### src/rtl/sample_fetch_arbiter_if.sv
// Bundle of voice-side request/return signals and the sample-memory read port
// shared by the fetch arbiter. The slave modport is the arbiter itself. The
// master modport is the environment around it: the voice oscillators plus the
// sample BRAM.
interface sample_fetch_arbiter_if #(
  parameter int NUM_OSCILLATORS = 4,
  parameter int ADDR_WIDTH      = 17,
  parameter int SAMPLE_WIDTH    = 16
);
  logic [NUM_OSCILLATORS-1:0]                 is_on;
  logic [NUM_OSCILLATORS-1:0]                 req_in;
  logic [NUM_OSCILLATORS-1:0][ADDR_WIDTH-1:0] req_addr_in;
  logic [NUM_OSCILLATORS-1:0]                 grant_out;
  logic                                       mem_en_out;
  logic [ADDR_WIDTH-1:0]                      mem_addr_out;
  logic [SAMPLE_WIDTH-1:0]                    mem_data_in;
  logic [SAMPLE_WIDTH-1:0]                    data_out;
  logic [NUM_OSCILLATORS-1:0]                 data_valid_out;

  modport slave (
    input  is_on, req_in, req_addr_in, mem_data_in,
    output grant_out, mem_en_out, mem_addr_out, data_out, data_valid_out
  );

  modport master (
    output is_on, req_in, req_addr_in, mem_data_in,
    input  grant_out, mem_en_out, mem_addr_out, data_out, data_valid_out
  );
endinterface

### src/rtl/sample_fetch_arbiter.sv
// Round-robin arbiter that shares one sample-memory read port between the
// voice oscillators. At most one read is issued per cycle. Each returned word
// is tagged back to its requester after a fixed latency. Reads belonging to
// voices that switch off while in flight are silently dropped.
module sample_fetch_arbiter #(
  parameter int NUM_OSCILLATORS = 4,
  parameter int ADDR_WIDTH      = 17,
  parameter int SAMPLE_WIDTH    = 16,
  parameter int READ_LATENCY    = 2
) (
  input logic                   clk_in,
  input logic                   rst_in,
  sample_fetch_arbiter_if.slave bus
);
  localparam int TAG_WIDTH = $clog2(NUM_OSCILLATORS);
  localparam logic [TAG_WIDTH-1:0] LAST_IDX = TAG_WIDTH'(NUM_OSCILLATORS - 1);
  localparam logic [TAG_WIDTH:0]   NUM_EXT  = (TAG_WIDTH + 1)'(NUM_OSCILLATORS);

  logic [NUM_OSCILLATORS-1:0] grant_q;
  logic                       mem_en_q;
  logic [ADDR_WIDTH-1:0]      mem_addr_q;
  logic [SAMPLE_WIDTH-1:0]    data_q;
  logic [NUM_OSCILLATORS-1:0] data_valid_q;

  logic [TAG_WIDTH-1:0]       rr_ptr;
  logic [TAG_WIDTH-1:0]       issue_tag;
  logic [NUM_OSCILLATORS-1:0] elig;
  logic [TAG_WIDTH-1:0]       winner;
  logic                       found;
  logic [TAG_WIDTH:0]         cand_sum;

  logic [READ_LATENCY-1:0]    slot_valid;
  logic [TAG_WIDTH-1:0]       slot_tag [READ_LATENCY];

  assign bus.grant_out      = grant_q;
  assign bus.mem_en_out     = mem_en_q;
  assign bus.mem_addr_out   = mem_addr_q;
  assign bus.data_out       = data_q;
  assign bus.data_valid_out = data_valid_q;

  // Find the first eligible voice after the pointer, wrapping to voice 0.
  // A voice that currently holds a grant is masked so it cannot be granted twice.
  always_comb begin
    elig     = bus.req_in & bus.is_on & ~grant_q;
    found    = 1'b0;
    winner   = rr_ptr;
    cand_sum = '0;
    for (int k = 1; k <= NUM_OSCILLATORS; k++) begin
      cand_sum = {1'b0, rr_ptr} + (TAG_WIDTH + 1)'(k);
      if (cand_sum >= NUM_EXT) begin
        cand_sum = cand_sum - NUM_EXT;
      end
      if (!found && elig[cand_sum[TAG_WIDTH-1:0]]) begin
        found  = 1'b1;
        winner = cand_sum[TAG_WIDTH-1:0];
      end
    end
  end

  // Register the grant, the memory read and the pointer. The address holds when idle.
  always_ff @(posedge clk_in) begin
    if (rst_in) begin
      grant_q    <= '0;
      mem_en_q   <= 1'b0;
      mem_addr_q <= '0;
      issue_tag  <= '0;
      rr_ptr     <= LAST_IDX;
    end else begin
      mem_en_q <= found;
      if (found) begin
        grant_q    <= NUM_OSCILLATORS'(1) << winner;
        mem_addr_q <= bus.req_addr_in[winner];
        issue_tag  <= winner;
        rr_ptr     <= winner;
      end else begin
        grant_q <= '0;
      end
    end
  end

  // Track in-flight reads and return registered data to the owning voice.
  // Any cycle in which the owner is off clears the slot, so the word is dropped.
  always_ff @(posedge clk_in) begin
    if (rst_in) begin
      slot_valid   <= '0;
      for (int k = 0; k < READ_LATENCY; k++) begin
        slot_tag[k] <= '0;
      end
      data_q       <= '0;
      data_valid_q <= '0;
    end else begin
      slot_valid[0] <= mem_en_q & bus.is_on[issue_tag];
      slot_tag[0]   <= issue_tag;
      for (int k = 1; k < READ_LATENCY; k++) begin
        slot_valid[k] <= slot_valid[k-1] & bus.is_on[slot_tag[k-1]];
        slot_tag[k]   <= slot_tag[k-1];
      end
      if (slot_valid[READ_LATENCY-1] && bus.is_on[slot_tag[READ_LATENCY-1]]) begin
        data_q       <= bus.mem_data_in;
        data_valid_q <= NUM_OSCILLATORS'(1) << slot_tag[READ_LATENCY-1];
      end else begin
        data_valid_q <= '0;
      end
    end
  end
endmodule
### src/flat_wrapper.sv
// flat-port wrapper written by rule: the top's interface ports become plain ports
module sample_fetch_arbiter_flat 
#(
  parameter int NUM_OSCILLATORS = 4,
  parameter int ADDR_WIDTH      = 17,
  parameter int SAMPLE_WIDTH    = 16,
  parameter int READ_LATENCY    = 2
)
  (clk_in, rst_in, bus_is_on, bus_req_in, bus_req_addr_in, bus_mem_data_in, bus_grant_out, bus_mem_en_out, bus_mem_addr_out, bus_data_out, bus_data_valid_out);
  sample_fetch_arbiter_if #(.NUM_OSCILLATORS(NUM_OSCILLATORS), .ADDR_WIDTH(ADDR_WIDTH), .SAMPLE_WIDTH(SAMPLE_WIDTH)) bus_i ();
  input logic clk_in;
  input logic rst_in;
  input wire logic [$bits(bus_i.is_on)-1:0] bus_is_on;
  input wire logic [$bits(bus_i.req_in)-1:0] bus_req_in;
  input wire logic [$bits(bus_i.req_addr_in)-1:0] bus_req_addr_in;
  input wire logic [$bits(bus_i.mem_data_in)-1:0] bus_mem_data_in;
  output wire logic [$bits(bus_i.grant_out)-1:0] bus_grant_out;
  output wire logic [$bits(bus_i.mem_en_out)-1:0] bus_mem_en_out;
  output wire logic [$bits(bus_i.mem_addr_out)-1:0] bus_mem_addr_out;
  output wire logic [$bits(bus_i.data_out)-1:0] bus_data_out;
  output wire logic [$bits(bus_i.data_valid_out)-1:0] bus_data_valid_out;
  assign bus_i.is_on = bus_is_on;
  assign bus_i.req_in = bus_req_in;
  assign bus_i.req_addr_in = bus_req_addr_in;
  assign bus_i.mem_data_in = bus_mem_data_in;
  assign bus_grant_out = bus_i.grant_out;
  assign bus_mem_en_out = bus_i.mem_en_out;
  assign bus_mem_addr_out = bus_i.mem_addr_out;
  assign bus_data_out = bus_i.data_out;
  assign bus_data_valid_out = bus_i.data_valid_out;
  sample_fetch_arbiter #(.NUM_OSCILLATORS(NUM_OSCILLATORS), .ADDR_WIDTH(ADDR_WIDTH), .SAMPLE_WIDTH(SAMPLE_WIDTH), .READ_LATENCY(READ_LATENCY)) u_core (.clk_in(clk_in), .rst_in(rst_in), .bus(bus_i));
endmodule
### config.mk
export PLATFORM = sky130hd
export DESIGN_NAME = sample_fetch_arbiter_flat
export DESIGN_NICKNAME = d
export VERILOG_FILES = /design/src/rtl/sample_fetch_arbiter_if.sv /design/src/rtl/sample_fetch_arbiter.sv /design/src/flat_wrapper.sv
export SDC_FILE = /design/constraint.sdc
export NUM_CORES = 1
export LEC_CHECK = 0
export ABC_AREA = 0
export CAP_MARGIN = 10
export CELL_PAD_IN_SITES_DETAIL_PLACEMENT = 1
export CELL_PAD_IN_SITES_GLOBAL_PLACEMENT = 1
export CORE_MARGIN = 2
export CORE_UTILIZATION = 31
export DETAILED_ROUTE_END_ITERATION = 8
export MAX_ROUTING_LAYER = met4
export PLACE_DENSITY = 0.93
export SKIP_CTS_REPAIR_TIMING = 1
export SLEW_MARGIN = 20
export SYNTH_ARGS = -nofsm -noshare
export SYNTH_HDL_FRONTEND = slang
export SYNTH_SLANG_ARGS = --single-unit
### constraint.sdc
create_clock -name clk_in -period 3.4 [get_ports clk_in]
set_input_delay 0.51 -clock clk_in [delete_from_list [all_inputs] [get_ports clk_in]]
set_output_delay 0.51 -clock clk_in [all_outputs]
set_load 0.01 [all_outputs]
==> results of run 1 <==
-- where the power goes --
part	switching (mW)	total, mW	internal [mW]
Clock	0.216	0.362	0.146
Sequential	0.0418	0.708	0.666
Combinational	0.237	0.526	0.289
-- final timing paths --
| kind | startpoint | endpoint | slack (ns) | cells past startpoint |
|---|---|---|---|---|
| max | bus_is_on[1] | u_core.bus.mem_addr_out[1] | 0.66 | 6 |
| min | u_core.bus.mem_en_out | u_core.slot_valid[0] | 0.48 | 1 |
| max reg2reg | u_core.rr_ptr[0] | u_core.bus.mem_addr_out[1] | 1.03 | 5 |
| min reg2reg | u_core.bus.mem_en_out | u_core.slot_valid[0] | 0.48 | 1 |
-- stage by stage --
step | util, % | total power, mW | worst slack [ns] | area, µm² | cells
2_1_floorplan | - | 0.9698 | 1.301 | 2713 | 283
3_3_place_gp | 48.25 | 1.221 | 0.5794 | 4146 | 513
3_5_place_dp | 48.25 | 1.246 | 0.3729 | 4146 | 513
4_1_cts | 49.33 | 1.609 | 0.6933 | 4239 | 521
5_1_grt | 49.33 | 1.673 | 0.5748 | 4239 | 521
6_report | 49.33 | 1.596 | 0.6595 | 4239 | 521
-- kinds of logic after synthesis --
logic type,Yosys count,share of synthesized area [%]
buffers and inverters,53,9.133
DFF,52,38.38
and+or+nand+nor,55,12.50
muxes,21,8.302
AOI/OAI and AO/OA,102,31.69
-- placed cells by master (no fill, tap or decap), types with 2 or more instances in the layout --
master,instances
nor3_2,2
a21oi_1,7
a221o_1,4
o32ai_1,11
nand2_1,5
a211o_1,14
clkinvlp_4,2
clkbuf_8,5
a211oi_1,12
nor2_1,23
o31ai_1,34
inv_1,28
nand3b_1,2
o311ai_0,2
mux2_2,2
buf_4,12
and3b_1,2
a211oi_2,2
o2111a_1,3
nor4b_1,2
mux2i_1,18
and3_1,2
nor3_1,3
nor2b_1,5
o2bb2ai_1,6
dfxtp_1,52
clkdlybuf4s50_1,134
a2111oi_4,2
nand3b_4,2
-- sequential cells by signal, indices dropped and copies added (netlist names) --
name,count
u_core.bus.grant_out,4
u_core.bus.data_out,16
u_core.bus.data_valid_out,4
u_core.bus.mem_en_out,1
u_core.issue_tag,2
u_core.slot_valid,2
u_core.slot_tag,4
u_core.bus.mem_addr_out,17
u_core.rr_ptr,2
-- cell type report --
class / count / area share [%]
repair buffers: 147 / 33.88
multi-input cells: 178 / 33.71
flip-flops and latches: 52 / 24.56
well taps: 108 / 3.188
inverters: 28 / 2.479
clock buffers: 5 / 1.623
clock inverters: 3 / 0.5608
-- worst max-delay path, delay by kind of cell --
family | cells | cell delay, ns
AO/OA/AOI/OAI | 4 | 1.56
buffers and inverters | 1 | 0.60
AND/OR/NAND/NOR | 1 | 0.27
-- layer usage --
metal,GRT usage (%),vias to the layer above
met5,-,-
met3,3.669,19
met2,35.17,123
met4,5.769,0
met1,25.28,1336
li1,-,1333
==> metrics.txt, run 1 <==
run status=finished, final reports clean; Min-Delay Path Class=reg -> reg; nets=just over 500; crit path capture type=register; maximum clock path buffer count=2; WP data arrival=2.94 ns; period utilisation layout=between 80% and 90%; final WL=roughly 9500 µm; PortBufs=between 100 and 150; worst path cell trace=clkdlybuf4s50_1, nand3b_1, o211ai_1, a211o_1, o32ai_1, a211o_1; area delta synth->final=56.27%; core outline area=~8600 µm²; routed length on met2=between 4000 and 5000 µm; Final Hold Fails=0; GRT Overall Usage=20.70%; CTS tree=done; Worst Tran Pin Value=0.7503 ns; Clk Tree Root Cell=clkbuf_8; WL met3=between 500 and 600 µm; Final HPWL DP=about 7500 µm; Final Setup Violations=0; layout cells sized above 1=under 10%; Max transition margin=between 40% and 50%; Critical Path Source Type=input port; clk slew on worst S/H paths=roughly 0.1 ns; Die X=97.55 µm; synth top area cells=dfxtp_1, o31ai_1, mux2i_1; max-slew violation count=0; first-pass GRT wire length=15660 µm; RSZ-0062 raised after global routing=no; synthesized area per cell=about 9.6 µm²; H-tree depth=2; syn_nets=377; post-route setup TNS=0 ns; initial core utilization=a little under a third; leading area contributor after synthesis=dfxtp_1; DRC=0; drt first pass iters=4; met1 wire length=around 4100 µm; antenna fix cells=0; storage element area=roughly 1000 µm²; clock skew=about 0.0071 ns; DR WL/cell=approximately 18 µm; area of the multi-input gates=1429 µm²; most frequent cell after synthesis=dfxtp_1; P_leak=between 1.5 and 2 nW; Synth top area share=roughly two fifths; cell area after synthesis=between 2000 and 3000 µm²; Synth Instances=283; Max-Cap Viols=0; ys async rst share=0%; Crit Path Class=in -> reg; worst endpoint required time=about 3.6 ns; Final Critical Period=around 2.7 ns; worst vdd ir=about 180 µV; Crit Path Max Fanout=20; initial DRC count=103; total clock sinks=52; via count of the routed design=~2800; cell mode on critical path=a211o_1; die area=around 9500 µm²; sequential area share after synthesis=38.38%; IO Pins=136; cell row count=34; top_reg_cell synth=dfxtp_1; Yosys cell types=43; worst skew pair latency=between 0.3 and 0.4 ns; #FFs+latches synth=52; TritonCTS Buffers=5; antenna violations before repair=0; GP Congestion=0.9173; Post-synth EDFFs=0; largest net degree at the start of global routing=24; gr ovfl total=0; P per Cell Area=376.4 nW/µm²; CP max-delay cell=a211o_1; top cells by count, synth=dfxtp_1, o31ai_1, inv_1, nor2_1, mux2i_1; uppermost layer routed=met4; via density per instance=approximately 5.4; Min Hold Slack=a little under 0.5 ns; Synth warnings=0; fmax=roughly 360 MHz; number of global-route vias before repair=approximately 3000; Fill cells=about 970; Antenna Nets Post-Route=0; slowest stage delay, CP=between 0.6 and 0.7 ns; Die H=roughly 100 µm
No activity file was read; power rests on OpenSTA's default activity.
==> run 2, diff against run 1 <==
CORE_UTILIZATION = 26   (was 31)
PLACE_DENSITY = 0.84   (was 0.93)
clock period = 2.2 ns   (was 3.4 ns; I/O delays follow)
==> metrics.txt, run 2 (synthesis gave the netlist of run 1 again) <==
clk slew on worst S/H paths=between 0.1 and 0.15 ns; PortBufs=~140; crit path capture type=register; Pwr Total=about 2.7 mW; worst path cell trace=clkdlybuf4s50_1, nand3b_4, buf_12, a2111oi_4, buf_4, o31ai_1, a211oi_1, a211o_1; Seq pwr share=approximately two fifths; Final Critical Period=approximately 2.2 ns; Max transition margin=between 70 and 80%; leading cell type in the layout, fill and taps excluded=clkdlybuf4s50_1; initial core utilization=about a quarter; worst endpoint required time=between 2 and 2.5 ns; Crit Path Class=in -> reg; Die H=106.1 µm; area delta synth->final=70.30%; slowest stage delay, CP=between 0.5 and 0.6 ns; antenna violations before repair=0; maximum clock path buffer count=2; largest net degree at the start of global routing=26; Min Hold Slack=between 0.3 and 0.4 ns; WP data arrival=around 2.4 ns; worst vdd ir=around 270 µV; final WL=just under 10000 µm; Critical Path Source Type=input port; drt first pass iters=4; Clk Tree Root Cell=clkbuf_8; Crit Path Max Fanout=7; first-pass GRT wire length=approximately 16000 µm; run status=finished, final reports clean; most frequent cells in the layout=clkdlybuf4s50_1, dfxtp_1, o31ai_1, buf_4, inv_1; via count of the routed design=about 2900; P per Cell Area=587.9 nW/µm²; worst skew pair latency=0.32 ns; layout cells sized above 1=between 10% and 20%; nets=532; NetSw=794.9 µW; TritonCTS Buffers=5; fmax=approximately 460 MHz; DRC=0; hold depth=2; gr ovfl total=0; GRT Overall Usage=18.21%; Final Hold Fails=0; via density per instance=5.002; cell row count=37; max-slew violation count=0; initial DRC count=between 100 and 150; core outline area=10230 µm²; max FFs per register=17; period utilisation layout=a little over nine tenths; P_leak=~2.0 nW; DR WL/cell=about 17 µm; number of global-route vias before repair=around 3200; internal power component=just under 2 mW; GP Congestion=0.8888; Gate power share=33.4%; Worst Tran Pin Value=roughly 0.41 ns; CP max-delay cell=clkdlybuf4s50_1; die area=approximately 11000 µm²; clock skew=roughly 0.011 ns; total clock sinks=52; Final Setup Violations=0; Reg2Reg Depth=6; IO Pins=roughly 140; clock network fraction of total power=around a quarter; Fill cells=around 1200; Net Sw Frac=29.27%; CTS tree=done; Die X=around 110 µm; Antenna Nets Post-Route=0; Min-Delay Path Class=in -> reg; H-tree depth=2; Final HPWL DP=7612 µm; antenna fix cells=0; Max-Cap Viols=0
## run 2: cell count changes in the layout (fill, tap and decap cells not counted), moves of 2 or more
cell,previous run,this run
buf_12,0,8
buf_4,12,30
and3b_1,2,0
dlymetal6s2s_1,0,3
clkinvlp_4,2,0
clkdlybuf4s50_1,134,131
and3b_2,0,2
## run 2: area by class of cell
class | count | area (µm²) | area share [%]
clock inverters | 2 | 38.79 | 0.8397
flip-flops and latches | 52 | 1041 | 22.54
inverters | 28 | 105.1 | 2.275
multi-input cells | 178 | 1443 | 31.23
well taps | 136 | 170.2 | 3.684
repair buffers | 173 | 1739 | 37.65
clock buffers | 6 | 82.58 | 1.788
## run 2: per-layer routing
metal,global-route usage [%],vias to the layer above,part of all wire (%)
met5,-,-,0
met4,4.981,0,1.5
met3,3.372,12,5.8
met2,30.49,110,49
met1,22.52,1366,44
li1,-,1388,-
## run 2: power groups by stage
stage	combinational (mW)	sequential (mW)	clock, mW
finish	0.907	1.10	0.713
global route	0.977	1.11	0.777
CTS	0.902	1.10	0.739
detailed placement	0.893	1.12	0
global placement	0.862	1.11	0
floorplan	0.370	1.13	0
## run 2: final timing paths
path / start / to / slack (ns)
max: bus_is_on[2] / u_core.bus.mem_addr_out[7] / 0.05
min: rst_in / u_core.issue_tag[0] / 0.34
max reg2reg: u_core.rr_ptr[0] / u_core.bus.mem_addr_out[16] / 0.14
min reg2reg: u_core.slot_valid[0] / u_core.slot_valid[1] / 0.48
## run 2: critical path, delay by kind of cell
family / cells / cell delay [ns]
buffers and inverters: 3 / 0.92
and+or+nand+nor: 1 / 0.11
AOI/OAI and AO/OA: 4 / 1.06
## run 2: through the flow
stage	instance area [µm²]	setup TNS, ns	util (%)	worst slack, ns	cells
2_1_floorplan	2713	0	-	0.2263	283
3_3_place_gp	4469	-3.853	43.68	-0.2315	566
3_5_place_dp	4469	-5.767	43.68	-0.3783	566
4_1_cts	4591	-0.07924	44.87	-0.03610	574
5_1_grt	4619	-0.01021	45.15	-0.008028	575
6_report	4619	0	45.15	0.04847	575
